File: src/rtl/hdmi_cfg_sequencer.sv
// Boot-time / on-demand HDMI transmitter configuration sequencer: walks a fixed
// register table through the I2C byte-write master with retry and timeout handling.
module hdmi_cfg_sequencer #(
  parameter int         POWERUP_CYCLES = 2500000,
  parameter int         TIMEOUT_CYCLES = 250000,
  parameter int         RETRY_GAP      = 25000,
  parameter int         MAX_RETRIES    = 3,
  parameter logic [6:0] DEV_ADDR       = 7'h39
) (
  input  logic       i_clk,
  input  logic       i_rst_n,
  input  logic       i_restart,
  input  logic       i_done,
  input  logic       i_nack,
  output logic       o_req,
  output logic [6:0] o_dev_addr,
  output logic [7:0] o_reg_addr,
  output logic [7:0] o_reg_data,
  output logic [3:0] o_index,
  output logic       o_config_ok,
  output logic       o_config_fail
);

  localparam int MAX_TP  = (TIMEOUT_CYCLES > RETRY_GAP) ? TIMEOUT_CYCLES : RETRY_GAP;
  localparam int MAX_CNT = (POWERUP_CYCLES > MAX_TP) ? POWERUP_CYCLES : MAX_TP;
  localparam int CNT_W   = $clog2(MAX_CNT) + 1;
  localparam int RTY_W   = $clog2(MAX_RETRIES) + 1;

  localparam logic [CNT_W-1:0] PWR_LAST = CNT_W'(POWERUP_CYCLES - 1);
  localparam logic [CNT_W-1:0] TMO_LAST = CNT_W'(TIMEOUT_CYCLES - 1);
  localparam logic [CNT_W-1:0] GAP_LAST = CNT_W'(RETRY_GAP - 1);

  typedef enum logic [2:0] {
    S_PWRUP, S_ISSUE, S_WAIT, S_GAP, S_NEXT, S_DONE, S_FAIL
  } state_t;

  state_t           state;
  logic [CNT_W-1:0] cnt;
  logic [RTY_W-1:0] retries;
  logic             restart_pend;
  logic             wait_exit;
  logic             do_restart;

  // {register, data} for each table entry
  function automatic logic [15:0] cfg_entry(input logic [3:0] idx);
    case (idx)
      4'd0:    cfg_entry = 16'h4110;
      4'd1:    cfg_entry = 16'h9803;
      4'd2:    cfg_entry = 16'h9AE0;
      4'd3:    cfg_entry = 16'h9C30;
      4'd4:    cfg_entry = 16'h9D61;
      4'd5:    cfg_entry = 16'hA2A4;
      4'd6:    cfg_entry = 16'hA3A4;
      4'd7:    cfg_entry = 16'hE0D0;
      4'd8:    cfg_entry = 16'hF900;
      4'd9:    cfg_entry = 16'h1501;
      default: cfg_entry = 16'h4110;
    endcase
  endfunction

  assign o_dev_addr = DEV_ADDR;

  // A restart seen during WAIT is deferred until the transfer completes or times out.
  assign wait_exit  = (state == S_WAIT) && (i_done || (cnt == TMO_LAST));
  assign do_restart = (state == S_WAIT) ? (wait_exit && (restart_pend || i_restart))
                                        : i_restart;

  always_ff @(posedge i_clk or negedge i_rst_n) begin
    if (!i_rst_n) begin
      state         <= S_PWRUP;
      cnt           <= '0;
      retries       <= '0;
      restart_pend  <= 1'b0;
      o_req         <= 1'b0;
      o_index       <= 4'd0;
      o_config_ok   <= 1'b0;
      o_config_fail <= 1'b0;
      o_reg_addr    <= 8'h41;
      o_reg_data    <= 8'h10;
    end else if (do_restart) begin
      state         <= S_ISSUE;
      cnt           <= '0;
      retries       <= '0;
      restart_pend  <= 1'b0;
      o_req         <= 1'b0;
      o_index       <= 4'd0;
      o_config_ok   <= 1'b0;
      o_config_fail <= 1'b0;
    end else begin
      case (state)
        S_PWRUP: begin
          if (cnt == PWR_LAST) begin
            state <= S_ISSUE;
            cnt   <= '0;
          end else begin
            cnt <= cnt + CNT_W'(1);
          end
        end
        S_ISSUE: begin
          o_req                    <= 1'b1;
          cnt                      <= '0;
          {o_reg_addr, o_reg_data} <= cfg_entry(o_index);
          state                    <= S_WAIT;
        end
        S_WAIT: begin
          if (wait_exit) begin
            o_req <= 1'b0;
            cnt   <= '0;
            if (i_done && !i_nack)
              state <= S_NEXT;
            else if (retries < RTY_W'(MAX_RETRIES))
              state <= S_GAP;
            else
              state <= S_FAIL;
          end else begin
            cnt          <= cnt + CNT_W'(1);
            restart_pend <= restart_pend | i_restart;
          end
        end
        S_GAP: begin
          if (cnt == GAP_LAST) begin
            state   <= S_ISSUE;
            cnt     <= '0;
            retries <= retries + RTY_W'(1);
          end else begin
            cnt <= cnt + CNT_W'(1);
          end
        end
        S_NEXT: begin
          if (o_index == 4'd9) begin
            state <= S_DONE;
          end else begin
            o_index <= o_index + 4'd1;
            retries <= '0;
            state   <= S_ISSUE;
          end
        end
        S_DONE:  o_config_ok   <= 1'b1;
        S_FAIL:  o_config_fail <= 1'b1;
        default: state <= S_PWRUP;
      endcase
    end
  end

endmodule

File: config.mk
export PLATFORM = sky130hd
export DESIGN_NAME = hdmi_cfg_sequencer
export DESIGN_NICKNAME = d
export VERILOG_FILES = /design/src/rtl/hdmi_cfg_sequencer.sv
export SDC_FILE = /design/constraint.sdc
export NUM_CORES = 1
export LEC_CHECK = 0
export BUFFER_PORTS_ARGS = -buffer_cell sky130_fd_sc_hd__clkbuf_2
export CAP_MARGIN = 20
export CORE_UTILIZATION = 40
export DETAILED_ROUTE_END_ITERATION = 7
export GPL_TIMING_DRIVEN = 0
export PLACE_DENSITY_LB_ADDON = 0.1
export SLEW_MARGIN = 40
export SYNTH_ARGS = -nofsm -noshare
export SYNTH_HDL_FRONTEND = slang
export SYNTH_SLANG_ARGS = --single-unit
File: constraint.sdc
create_clock -name i_clk -period 4.05 [get_ports i_clk]
set_input_delay 0.405 -clock i_clk [delete_from_list [all_inputs] [get_ports i_clk]]
set_output_delay 0.405 -clock i_clk [all_outputs]
set_load 0.02 [all_outputs]
Word-level counts from Yosys, hierarchy flattened
Memory sizes are Yosys's and may differ from the RTL's. A register that Yosys moved wholly into a read port is not among the register bits.
Index checks and enable logic that the tools add are counted.

storage, ports and cells
  register bits after elaboration = 45
  memory bits (read-only) = 240
  input port bits = 5
  output and inout bits = 30
  logic and storage cells = 86
  memories kept = 1

memories
  memory            words  bits a word  read ports  clocked after Yosys merged registers in  wr ports  line  source
  (name not given)  16     15           1           1                                        0         46    case (idx)

cells by class
  add/subtract/negate cells = 3
  order comparisons = 1
  eq/ne operators = 17
  mux-type cells = 31
  bitwise operators = 2
  reductions and logical operators = 22

operators with widths
  cell                   count
  $mux 23                4
  $pmux 23 s4            1
  $mux 3                 10
  $add 23x1->23 const B  1
  $eq 23x15->1 const B   1
  $eq 23x18->1 const B   1
  $eq 23x22->1 const B   1
  $pmux 3 s6             1
  $mux 4                 3
  $ne 3x3->1 const B     4
  $mux 1                 10
  $eq 3x3->1 const B     3
  $reduce_and 2->1       4
  $reduce_bool 2->1      4
  $eq 3x2->1 const B     2
  $pmux 3 s2             1
  $reduce_bool 3->1      2
  $reduce_bool 5->1      1
  $add 4x1->4 const B    1
  $eq 4x4->1 const B     1
  $ne 2x1->1 const B     2
  $reduce_and 4->1       1
  $add 3x1->3 const B    1
  $eq 3x1->1 const B     1
  11 further kinds       15

Depth between registers and ports, before layout
Gate-level depths: netlist of the first run.

  depth after elaboration = 7
  depth in mapped cells = 8
  gate-level depth less buffers = 7

Worst setup path before layout of the first run
Ideal clock, no wire load.

  path kind = flip-flop to flip-flop
  start point = reg cnt[4]
  end point = reg cnt[6]
  library setup time = 0.127 ns
  arrival time = 2.060 ns
  data required time = 3.923 ns
  setup slack = 1.862 ns
  cell stages (with the launch flop) = 8
  buffers on the path = 1
  cell sequence = dfrtp_1 -> or4_1 -> or4_1 -> a32oi_2 -> a21oi_2 -> buf_6 -> a21oi_2 -> o22ai_1

on the way
  cells in the longest elaborated chain, start to end = 6

RTL lines
  what                                                   line  source
  from (decl)                                            38    logic [CNT_W-1:0] cnt;
  from (signal assigned)                                 96    cnt <= cnt + CNT_W'(1);
  from (signal assigned)                                 116   cnt <= cnt + CNT_W'(1);
  from (signal assigned)                                 126   cnt <= cnt + CNT_W'(1);
  branches (longest 6 deep; another with $add 23x1->23)  n/a

Parallel ways; which one is timed is not known.
A chain may end at the register's enable or synchronous reset.

Final worst setup path of the first run
  start point = reg cnt[11]
  end point = reg cnt[18]

The elaborated chain is that of the path after synthesis.

==> results.json, run 1 <==
{
  "cp-start-kind": "register",
  "port_buffers": 26,
  "maxCapViolCount": 0,
  "synth_area_per_cell_um2": 9.034,
  "cts.sinks": 52,
  "status": "finished, final reports clean",
  "seqPwrFrac_pct": 45.7,
  "synth-edff-count": 0,
  "numPlacedInstances": 471,
  "clk_latency_ns": 0.31,
  "rows": 31,
  "overflow": 0,
  "synth_compound_area_share_pct": 17.39,
  "drive_gt1_share_pct": 18.16,
  "skew_ns": 0.01145,
  "critPathKind": "reg2reg",
  "final_cells": 479,
  "finalMaxSlewViolations": 0,
  "hold_buffers": 0,
  "grt_pass1_vias": 2390,
  "synth_top_family_by_area": "simple AND/OR/NAND/NOR gates",
  "ys_types": 61,
  "cts_buffers": 5,
  "p_int_mw": 0.8471,
  "ant_nets": 0,
  "netSwitchingFraction_pct": 36.58,
  "finalCritPeriodShare_pct": 67.90,
  "end_kind": "register",
  "post_cts_resized": 0,
  "grt_max_degree": 53,
  "cts_tree": "done",
  "fmax_ghz": 0.3636,
  "yosys.area_share.simple_pct": 23.50,
  "wl_per_cell_um": 14.28,
  "final-hold-violation-count": 0,
  "slew_headroom_pct": 51.44,
  "antennaDiodeCount": 0,
  "die_h_um": 89.63,
  "cts-root-buf": "clkbuf_8",
  "post_cts_buffers": 0,
  "initial_utilization_pct": 41.90,
  "p_per_area_nw_per_um2": 388.5,
  "synth_cells": 340,
  "wl_um": 6838,
  "synth_top_area_share_pct": 39.92,
  "syn_area_um2": 3072,
  "critPathMaxFanout": 10,
  "synth.yosys.seq_area_share_pct": 42.48,
  "drt_iter0_markers": 103,
  "clockPowerShare_pct": 23.0,
  "grt_pass1_wl_um": 11560,
  "vias": 2534,
  "min_path_type": "in2async",
  "synth_ff_type": "dfrtp_1",
  "synth-warning-count": 0,
  "p_sw_mw": 0.4886,
  "fp.dieArea_um2": 8034,
  "dp_hpwl_um": 4870,
  "synth_xor_area_share_pct": 4.562,
  "htreeDepth": 2,
  "synth_common_cells": "dfrtp_1, nand2_1, nor2_1",
  "synthMuxAreaShare_pct": 1.752,
  "ios": 35,
  "place_congestion": 0.8716,
  "ir_worst_vdd_v": 0.0001377,
  "worst_slew_pin_slew_ns": 0.7283,
  "cp.arrival_ns": 2.95,
  "p_leak_nw": 1.499,
  "synth-async-reset-ratio_pct": 100.0,
  "period_needed_ns": 2.750,
  "synth_most_common_cell": "dfrtp_1",
  "rsz0062_at_grt": "no",
  "yosys-top-cells-area": "dfrtp_1, nand2_1, nor2_1, ha_1, xor2_1",
  "crit_required_ns": 4.25,
  "die_w_um": 89.63,
  "drt-pass1-iter-count": 4,
  "clock_path_buffers": 2,
  "setup_viol": 0,
  "routed_via_density": 5.290,
  "setup_tns_ns": 0,
  "drc": 0,
  "coreArea_um2": 7331,
  "track_usage_pct": 18.49,
  "synthAdderAreaFrac_pct": 3.259,
  "synth_seq_cells": 52,
  "clkTransAtPathRegs_ns": 0.10,
  "syn_to_final_growth_pct": 11.93,
  "antenna_found_initial": 0,
  "final_nets": 392,
  "synth.largest_area_cell": "dfrtp_1",
  "p_comb_share_pct": 31.3
}
==> placed cells by master (no fill, tap or decap), types with 4 or more instances in the layout <==
cell type,synthesis,final
a21oi_1,15,15
xor2_1,11,11
a31oi_1,4,4
dfrtp_1,49,49
xnor2_1,5,5
inv_1,10,10
buf_4,10,10
nand2_1,43,43
nor2_1,30,30
clkbuf_2,1,26
nor3_1,9,9
nand2b_1,5,5
and4_1,4,4
o31ai_1,7,7
nor2b_1,4,4
nand3_1,14,14
ha_1,8,8
conb_1,2,8
clkbuf_8,0,5
a21oi_2,4,4
nand4_1,9,9
o21ai_0,19,19
clkbuf_1,9,9
a211oi_1,4,4
==> power by group through the flow <==
stage	Combinational, mW	Sequential, mW	Clock (mW)
3_5_place_dp	0.420	0.621	0
3_3_place_gp	0.425	0.620	0
6_report	0.419	0.611	0.307
2_1_floorplan	0.282	0.647	0
4_1_cts	0.422	0.611	0.320
5_1_grt	0.468	0.619	0.340
==> critical path, cell delays in order (launching register included) <==
cell and delay, ns:
dfrtp_1 0.46, nor4b_1 0.60, and4_1 0.35, a41oi_1 0.22
a21oi_2 0.47, a211o_1 0.27, buf_4 0.20, nor2_1 0.06
==> routing by layer <==
metal  routed length [µm]  vias to the layer above  share of wire, %  GRT usage [%]
met5                    0                        -                 0              0
met4                   94                        0               1.4          5.339
met3                  197                        9               2.9          2.194
met2                 3267                       46                48          30.37
met1                 3279                     1211                48          25.66
li1                     -                     1268                 -              -
==> cell families (layout without fill, tap and decap cells) <==
group                    count (synthesis)  in the layout
other                                    2              8
adder cells (fa/ha/maj)                  8              8
flip-flops                              52             52
buffers and inverters                   37             71
AO/OA/AOI/OAI                           79             79
AND/OR/NAND/NOR                        141            141
multiplexers                             5              5
XOR/XNOR                                16             16
==> cell type report <==
cell class	count	area [µm²]
Inverter	11	41.29
Buffer	26	167.7
Sequential cell	52	1305
Clock inverter	3	18.77
Multi-Input combinational cell	257	1580
Fill cell	730	3892
Tap cell	99	123.9
Clock buffer	5	68.82
Timing Repair Buffer	26	132.6
==> flip-flops by register name, indices dropped and copies added (netlist names) <==
register / flops
cnt: 23
o_config_fail: 1
o_config_ok: 1
o_index: 4
o_reg_addr: 8
o_reg_data: 7
o_req: 1
restart_pend: 1
retries: 3
state: 3
==> worst paths after layout <==
path / end / start / cells past startpoint / slack [ns]
min in group i_clk: o_reg_data[4] / o_reg_data[4] / 2 / 0.48
min: o_reg_data[6] / i_rst_n / 1 / 0.16
max reg2reg: cnt[18] / cnt[11] / 7 / 1.30
max: cnt[18] / cnt[11] / 7 / 1.30
min reg2reg: o_reg_data[4] / o_reg_data[4] / 2 / 0.48
max in group asynchronous: cnt[13] / i_rst_n / 1 / 3.40
==> stage by stage <==
stage	total power, mW	hold WS [ns]	setup WS, ns	instance area (µm²)	util (%)
after floorplan	0.9294	0.1094	1.862	3094	-
after global placement	1.045	0.4625	1.302	3348	45.67
after detailed placement	1.041	0.4643	1.347	3351	45.71
after CTS	1.353	0.1928	1.320	3438	46.90
after global routing	1.426	0.2191	0.9868	3438	46.90
final	1.336	0.1596	1.300	3438	46.90
Note: power is estimated with default switching activity, not from simulation.
==> run 2: changes to the inputs <==
--- a/config.mk
+++ b/config.mk
@@ -5,6 +5,7 @@
 export SDC_FILE = /design/constraint.sdc
 export NUM_CORES = 1
 export LEC_CHECK = 0
+export ABC_AREA = 1
 export BUFFER_PORTS_ARGS = -buffer_cell sky130_fd_sc_hd__clkbuf_2
 export CAP_MARGIN = 20
 export CORE_UTILIZATION = 40
==> constraint.sdc (replaced) <==
create_clock -name i_clk -period 2.55 [get_ports i_clk]
set_input_delay 0.255 -clock i_clk [delete_from_list [all_inputs] [get_ports i_clk]]
set_output_delay 0.255 -clock i_clk [all_outputs]
set_load 0.02 [all_outputs]
==> results.json, run 2 <==
{
  "status": "finished with violations",
  "violations": "hold timing",
  "die_h_um": 97.44,
  "synth_top_area_share_pct": 33.65,
  "clock_path_buffers": 2,
  "synth_common_cells": "nand2_1, inv_1, nor2_1",
  "routed-wl-met2_um": 4094,
  "p_leak_nw": 1.984,
  "cp.arrival_ns": 2.51,
  "finalCritPeriodShare_pct": 90.79,
  "synth_seq_cells": 52,
  "crit_required_ns": 2.74,
  "synth.yosys.seq_area_share_pct": 35.82,
  "vias": 3329,
  "die_w_um": 97.44,
  "netSwitchingFraction_pct": 42.19,
  "post_cts_buffers": 0,
  "fmax_ghz": 0.4319,
  "drive_gt1_share_pct": 17.09,
  "antenna_found_initial": 0,
  "cts-root-buf": "clkbuf_8",
  "layout_commonest_cell": "nand2_1",
  "cp-start-kind": "register",
  "ant_nets": 0,
  "wl_per_cell_um": 14.12,
  "min_path_type": "in2async",
  "final-hold-violation-count": 49,
  "finalMaxSlewViolations": 0,
  "coreArea_um2": 8763,
  "dp_hpwl_um": 7165,
  "ys_types": 44,
  "synth_ff_type": "dfrtp_1",
  "grt_pass1_wl_um": 16130,
  "timing.hold.ws_ns": -0.03024,
  "p_comb_share_pct": 40.8,
  "cts_buffers": 5,
  "place_congestion": 0.8852,
  "numPlacedInstances": 650,
  "maxCapViolCount": 0,
  "cts.sinks": 52,
  "track_usage_pct": 21.12,
  "yosys-top-cells-area": "dfrtp_1, nand2_1, nand3_1, inv_1, nor2_1",
  "critPathMaxFanout": 8,
  "worst_slew_pin_slew_ns": 0.6710,
  "synth-async-reset-ratio_pct": 100.0,
  "port_buffers": 26,
  "top_layer": "met4",
  "syn_area_um2": 3643,
  "skew_ns": 0.01139,
  "multi_input_area_um2": 1961,
  "synth-warning-count": 0,
  "path_common_cell": "nor2_1",
  "critPathKind": "reg2reg",
  "seqPwrFrac_pct": 40.2,
  "initial_utilization_pct": 41.58,
  "antennaDiodeCount": 0,
  "final_cells": 658,
  "slew_headroom_pct": 55.27,
  "synth.largest_area_cell": "dfrtp_1",
  "rsz0062_at_grt": "no",
  "wl_um": 9290,
  "drt_iter0_markers": 146,
  "ios": 35,
  "clkTransAtPathRegs_ns": 0.10,
  "p_per_area_nw_per_um2": 660.0,
  "synth-edff-count": 0,
  "setup_tns_ns": 0,
  "p_int_mw": 1.538,
  "synth_cells": 510,
  "fp.dieArea_um2": 9495,
  "clockPowerShare_pct": 18.9,
  "period_needed_ns": 2.315,
  "crit_chain": "ha_1 > clkbuf_2 > nand2_1 > nor2_2 > nand3_1 > nor2_1 > nand3_1 > nor2_1 > nor2_1 > nand3_2 > o21ai_0",
  "synth_most_common_cell": "nand2_1",
  "top_register": "cnt",
  "cts_tree": "done",
  "hold_buffers": 0,
  "syn_to_final_growth_pct": 10.65,
  "grt_pass1_vias": 3191,
  "post_cts_resized": 0,
  "final_nets": 562,
  "overflow": 0,
  "wl_met1_um": 4804,
  "mostFrequentLayoutCells": "nand2_1, inv_1, nor2_1",
  "drt-pass1-iter-count": 5,
  "p_sw_mw": 1.123,
  "reg_top3": "cnt x23, o_reg_addr x8, o_reg_data x7",
  "largest_reg_flops": 23,
  "rows": 34,
  "ir_worst_vdd_v": 0.0004614,
  "routed_via_density": 5.059,
  "cpMaxStageDelayCell": "dfrtp_1",
  "seqCellArea_um2": 1305,
  "crit_path_max_incr_delay_ns": 0.48,
  "htreeDepth": 2,
  "drc": 0,
  "synth_area_per_cell_um2": 7.144,
  "routed-wl-met3_um": 303,
  "clk_latency_ns": 0.31,
  "grt_max_degree": 53,
  "setup_viol": 0,
  "end_kind": "register",
  "fill_cells": 923
}
[run 2: changes by cell type after synthesis, moves of 10 or more]
| cell | previous run | this run |
|---|---|---|
| nand2_1 | 43 | 128 |
| o21ai_2 | 0 | 10 |
| nor2_1 | 30 | 55 |
| inv_1 | 10 | 55 |
| nand3_1 | 14 | 48 |
[run 2: cell type report]
class	count	share of cell area, %
inverter	61	5.680
clock buffer	7	2.142
buffer	25	4.314
multi-input combinational	378	48.63
tap	108	3.352
timing repair buffer	26	3.290
clock inverter	1	0.2173
sequential	52	32.37
[run 2: final timing paths]
kind / startpoint / end / slack, ns / cells after the start
max in group asynchronous: i_rst_n / o_reg_data[7] / 2.13 / 1
worst max register to register: cnt[0] / cnt[1] / 0.23 / 11
min in group i_clk: i_restart / restart_pend / 0.25 / 3
worst min-delay path: i_rst_n / cnt[20] / -0.03 / 1
worst min register to register: o_reg_addr[6] / o_reg_addr[6] / 0.48 / 2
worst max-delay path: cnt[0] / cnt[1] / 0.23 / 11
[run 2: metrics by stage]
| stage | cell area (µm²) | setup WS, ns | power (mW) | utilization (%) |
|---|---|---|---|---|
| 2_1_floorplan | 3666 | 0.7011 | 1.894 | - |
| 3_3_place_gp | 3931 | 0.1631 | 2.166 | 44.86 |
| 3_5_place_dp | 3934 | 0.1715 | 2.181 | 44.89 |
| 4_1_cts | 4029 | 0.1639 | 2.709 | 45.97 |
| 5_1_grt | 4031 | 0.001255 | 2.889 | 46.00 |
| 6_report | 4031 | 0.2348 | 2.661 | 46.00 |
[run 2: per-layer routing]
layer,global-route usage [%],up-vias
met5,0,-
met4,4.977,0
met3,2.806,8
met2,32.71,64
met1,31.21,1559
li1,-,1698
[run 2: worst max-delay path: cells and delay by family, from the launching register on]
family	cells	cell delay, ns
AOI/OAI and AO/OA	1	0.11
and+or+nand+nor	8	1.23
DFF	1	0.48
buffers and inverters	1	0.20
adders and majority gates	1	0.18
[run 2: logic make-up (layout without fill, tap and decap cells)]
family / Yosys count / count (layout) / share of synthesized area [%]
buffers and inverters: 86 / 120 / 11.06
AOI/OAI and AO/OA: 56 / 56 / 9.479
muxes: 1 / 1 / 0.2747
and+or+nand+nor: 290 / 290 / 36.81
xor gates and xnor gates: 15 / 15 / 3.606
DFF: 52 / 52 / 35.82
adders and majority gates: 8 / 8 / 2.747
other: 2 / 8 / 0.2061
[run 2: power by group through the flow]
stage | Clock (mW) | Combinational (mW) | Sequential, mW
floorplan | 0 | 0.791 | 1.10
global placement | 0 | 1.09 | 1.08
detailed placement | 0 | 1.10 | 1.08
CTS | 0.541 | 1.10 | 1.07
global route | 0.577 | 1.22 | 1.09
finish | 0.504 | 1.09 | 1.07
==> run 3: changes to the inputs <==
--- a/config.mk
+++ b/config.mk
@@ -10,7 +10,7 @@
 export CAP_MARGIN = 20
 export CORE_UTILIZATION = 40
 export DETAILED_ROUTE_END_ITERATION = 7
-export GPL_TIMING_DRIVEN = 0
+export GPL_ROUTABILITY_DRIVEN = 0
 export PLACE_DENSITY_LB_ADDON = 0.1
 export SLEW_MARGIN = 40
 export SYNTH_ARGS = -nofsm -noshare
==> constraint.sdc (replaced) <==
create_clock -name i_clk -period 2.1 [get_ports i_clk]
set_input_delay 0.21 -clock i_clk [delete_from_list [all_inputs] [get_ports i_clk]]
set_output_delay 0.21 -clock i_clk [all_outputs]
set_load 0.02 [all_outputs]
==> results.json, run 3 (synthesis results as in run 2) <==
{
  "status": "finished, final reports clean",
  "dp_hpwl_um": 7003,
  "drt-pass1-iter-count": 4,
  "routed-wl-met2_um": 3816,
  "fill_cells": 887,
  "port_buffers": 26,
  "finalMaxSlewViolations": 0,
  "hp-start": "i_restart",
  "crit_required_ns": 2.30,
  "top_layer": "met4",
  "cts.sinks": 52,
  "antennaDiodeCount": 0,
  "antenna_found_initial": 0,
  "setup_viol": 0,
  "largest_reg_flops": 23,
  "post-place-ws_ns": 0.09861,
  "layout_commonest_cell": "nand2_1",
  "critPathMaxFanout": 14,
  "hold_depth": 3,
  "p_per_area_nw_per_um2": 788.9,
  "end_kind": "register",
  "routed-wl-met3_um": 484,
  "die_h_um": 97.44,
  "reg_top3": "cnt x23, o_reg_addr x8, o_reg_data x7",
  "fmax_ghz": 0.5163,
  "r2r_cells": 13,
  "die_w_um": 97.44,
  "critPathKind": "reg2reg",
  "ir_worst_vdd_v": 0.0005305,
  "ios": 35,
  "p_leak_nw": 2.046,
  "clock_path_buffers": 2,
  "finalCritPeriodShare_pct": 92.24,
  "clk_latency_ns": 0.31,
  "grt_max_degree": 34,
  "skew_ns": 0.007497,
  "setup_tns_ns": 0,
  "routed_via_density": 5.017,
  "r2r_slack_ns": 0.16,
  "post_cts_buffers": 0,
  "drive_gt1_share_pct": 19.89,
  "final_nets": 570,
  "cp-start-kind": "register",
  "cts_buffers": 5,
  "mostFrequentLayoutCells": "nand2_1, inv_1, nor2_1",
  "clkTransAtPathRegs_ns": 0.10,
  "fp.dieArea_um2": 9495,
  "htreeDepth": 2,
  "r2r_end": "retries[2]",
  "rows": 34,
  "drc": 0,
  "period_needed_ns": 1.937,
  "cp.arrival_ns": 2.14,
  "final-hold-violation-count": 0,
  "maxCapViolCount": 0,
  "wl_um": 9004,
  "wl_met1_um": 4611,
  "cts-root-buf": "clkbuf_8",
  "track_usage_pct": 19.75,
  "grt_pass1_wl_um": 15190,
  "grt_pass1_vias": 3091,
  "holdPathEnd": "restart_pend",
  "cts_tree": "done",
  "top_register": "cnt",
  "finalWorstSetupSlack_ns": 0.1630,
  "overflow": 0,
  "vias": 3341,
  "ant_nets": 0,
  "worst_slew_pin_slew_ns": 0.5910,
  "min_path_type": "in2reg",
  "wl_per_cell_um": 13.52,
  "slew_headroom_pct": 60.60,
  "rr_startpoint": "cnt[1]",
  "syn_to_final_growth_pct": 13.98,
  "drt_iter0_markers": 209,
  "coreArea_um2": 8763,
  "initial_utilization_pct": 41.58
}
==> run 3: cell count changes in the layout (fill, tap and decap cells not counted), moves of 2 or more <==
| cell | before | now |
|---|---|---|
| nor2_2 | 5 | 7 |
| buf_2 | 5 | 0 |
| buf_4 | 11 | 30 |
| o21ai_0 | 24 | 22 |
| nor2_1 | 54 | 52 |
| clkbuf_1 | 7 | 1 |
| o21ai_1 | 0 | 2 |
==> run 3: cell type report <==
type                    count  area (µm²)  area share [%]
multi-input cells         378        1989           47.91
inverters                  61       229.0           5.514
clock buffers               6       72.57           1.748
clock inverters             2       16.27          0.3917
repair buffers             59       405.4           9.762
well taps                 108       135.1           3.254
flip-flops and latches     52        1305           31.43
==> run 3: worst max-delay path, stage by stage, from the launching register on <==
cell and delay [ns]:
dfrtp_1 0.40, ha_2 0.21, nand3_1 0.14, nor2_1 0.13, nand3_1 0.13, nand3_2 0.12, nand2_2 0.07, inv_2 0.08
nand2_4 0.07, buf_4 0.19, nand2_1 0.11, inv_1 0.06, nand2_1 0.05, nand2_1 0.06
==> run 3: report_power, final <==
| group | switching, mW | internal [mW] |
|---|---|---|
| Clock | 0.350 | 0.238 |
| Sequential | 0.125 | 1.15 |
| Combinational | 0.920 | 0.489 |
==> run 3: timing repair <==
action | in CTS | in global routing
hold buffers | 1 | 0
resized for setup | 0 | 9
endpoints found under the hold margin | 19 | 0
setup endpoints to repair | 0 | 24
==> run 3: through the flow <==
stage	cell area [µm²]	hold WS, ns	util (%)	cells	power [mW]
after global placement	4023	0.2470	45.90	657	2.642
final	4153	0.2235	47.39	666	3.276
after floorplan	3666	-0.08559	-	516	2.300
after detailed placement	4023	0.2467	45.90	657	2.650
after CTS	4121	0.2103	47.03	666	3.250
after global routing	4153	0.2462	47.39	666	3.512
==> run 3: worst max-delay path by stage <==
stage,startpoint,to,slack [ns]
floorplan,o_index[1],o_index[3],0.25
detailed placement,cnt[1],cnt[20],0.1
global placement,cnt[16],cnt[15],0.11
finish,cnt[1],retries[2],0.16
global route,cnt[1],retries[2],-0.003
CTS,cnt[1],cnt[1],0.08
==> run 3: layer usage <==
metal / GRT usage, % / vias up
met5: 0 / -
met4: 5.204 / 0
met3: 2.734 / 9
met2: 30.02 / 95
met1: 29.36 / 1520
li1: - / 1717
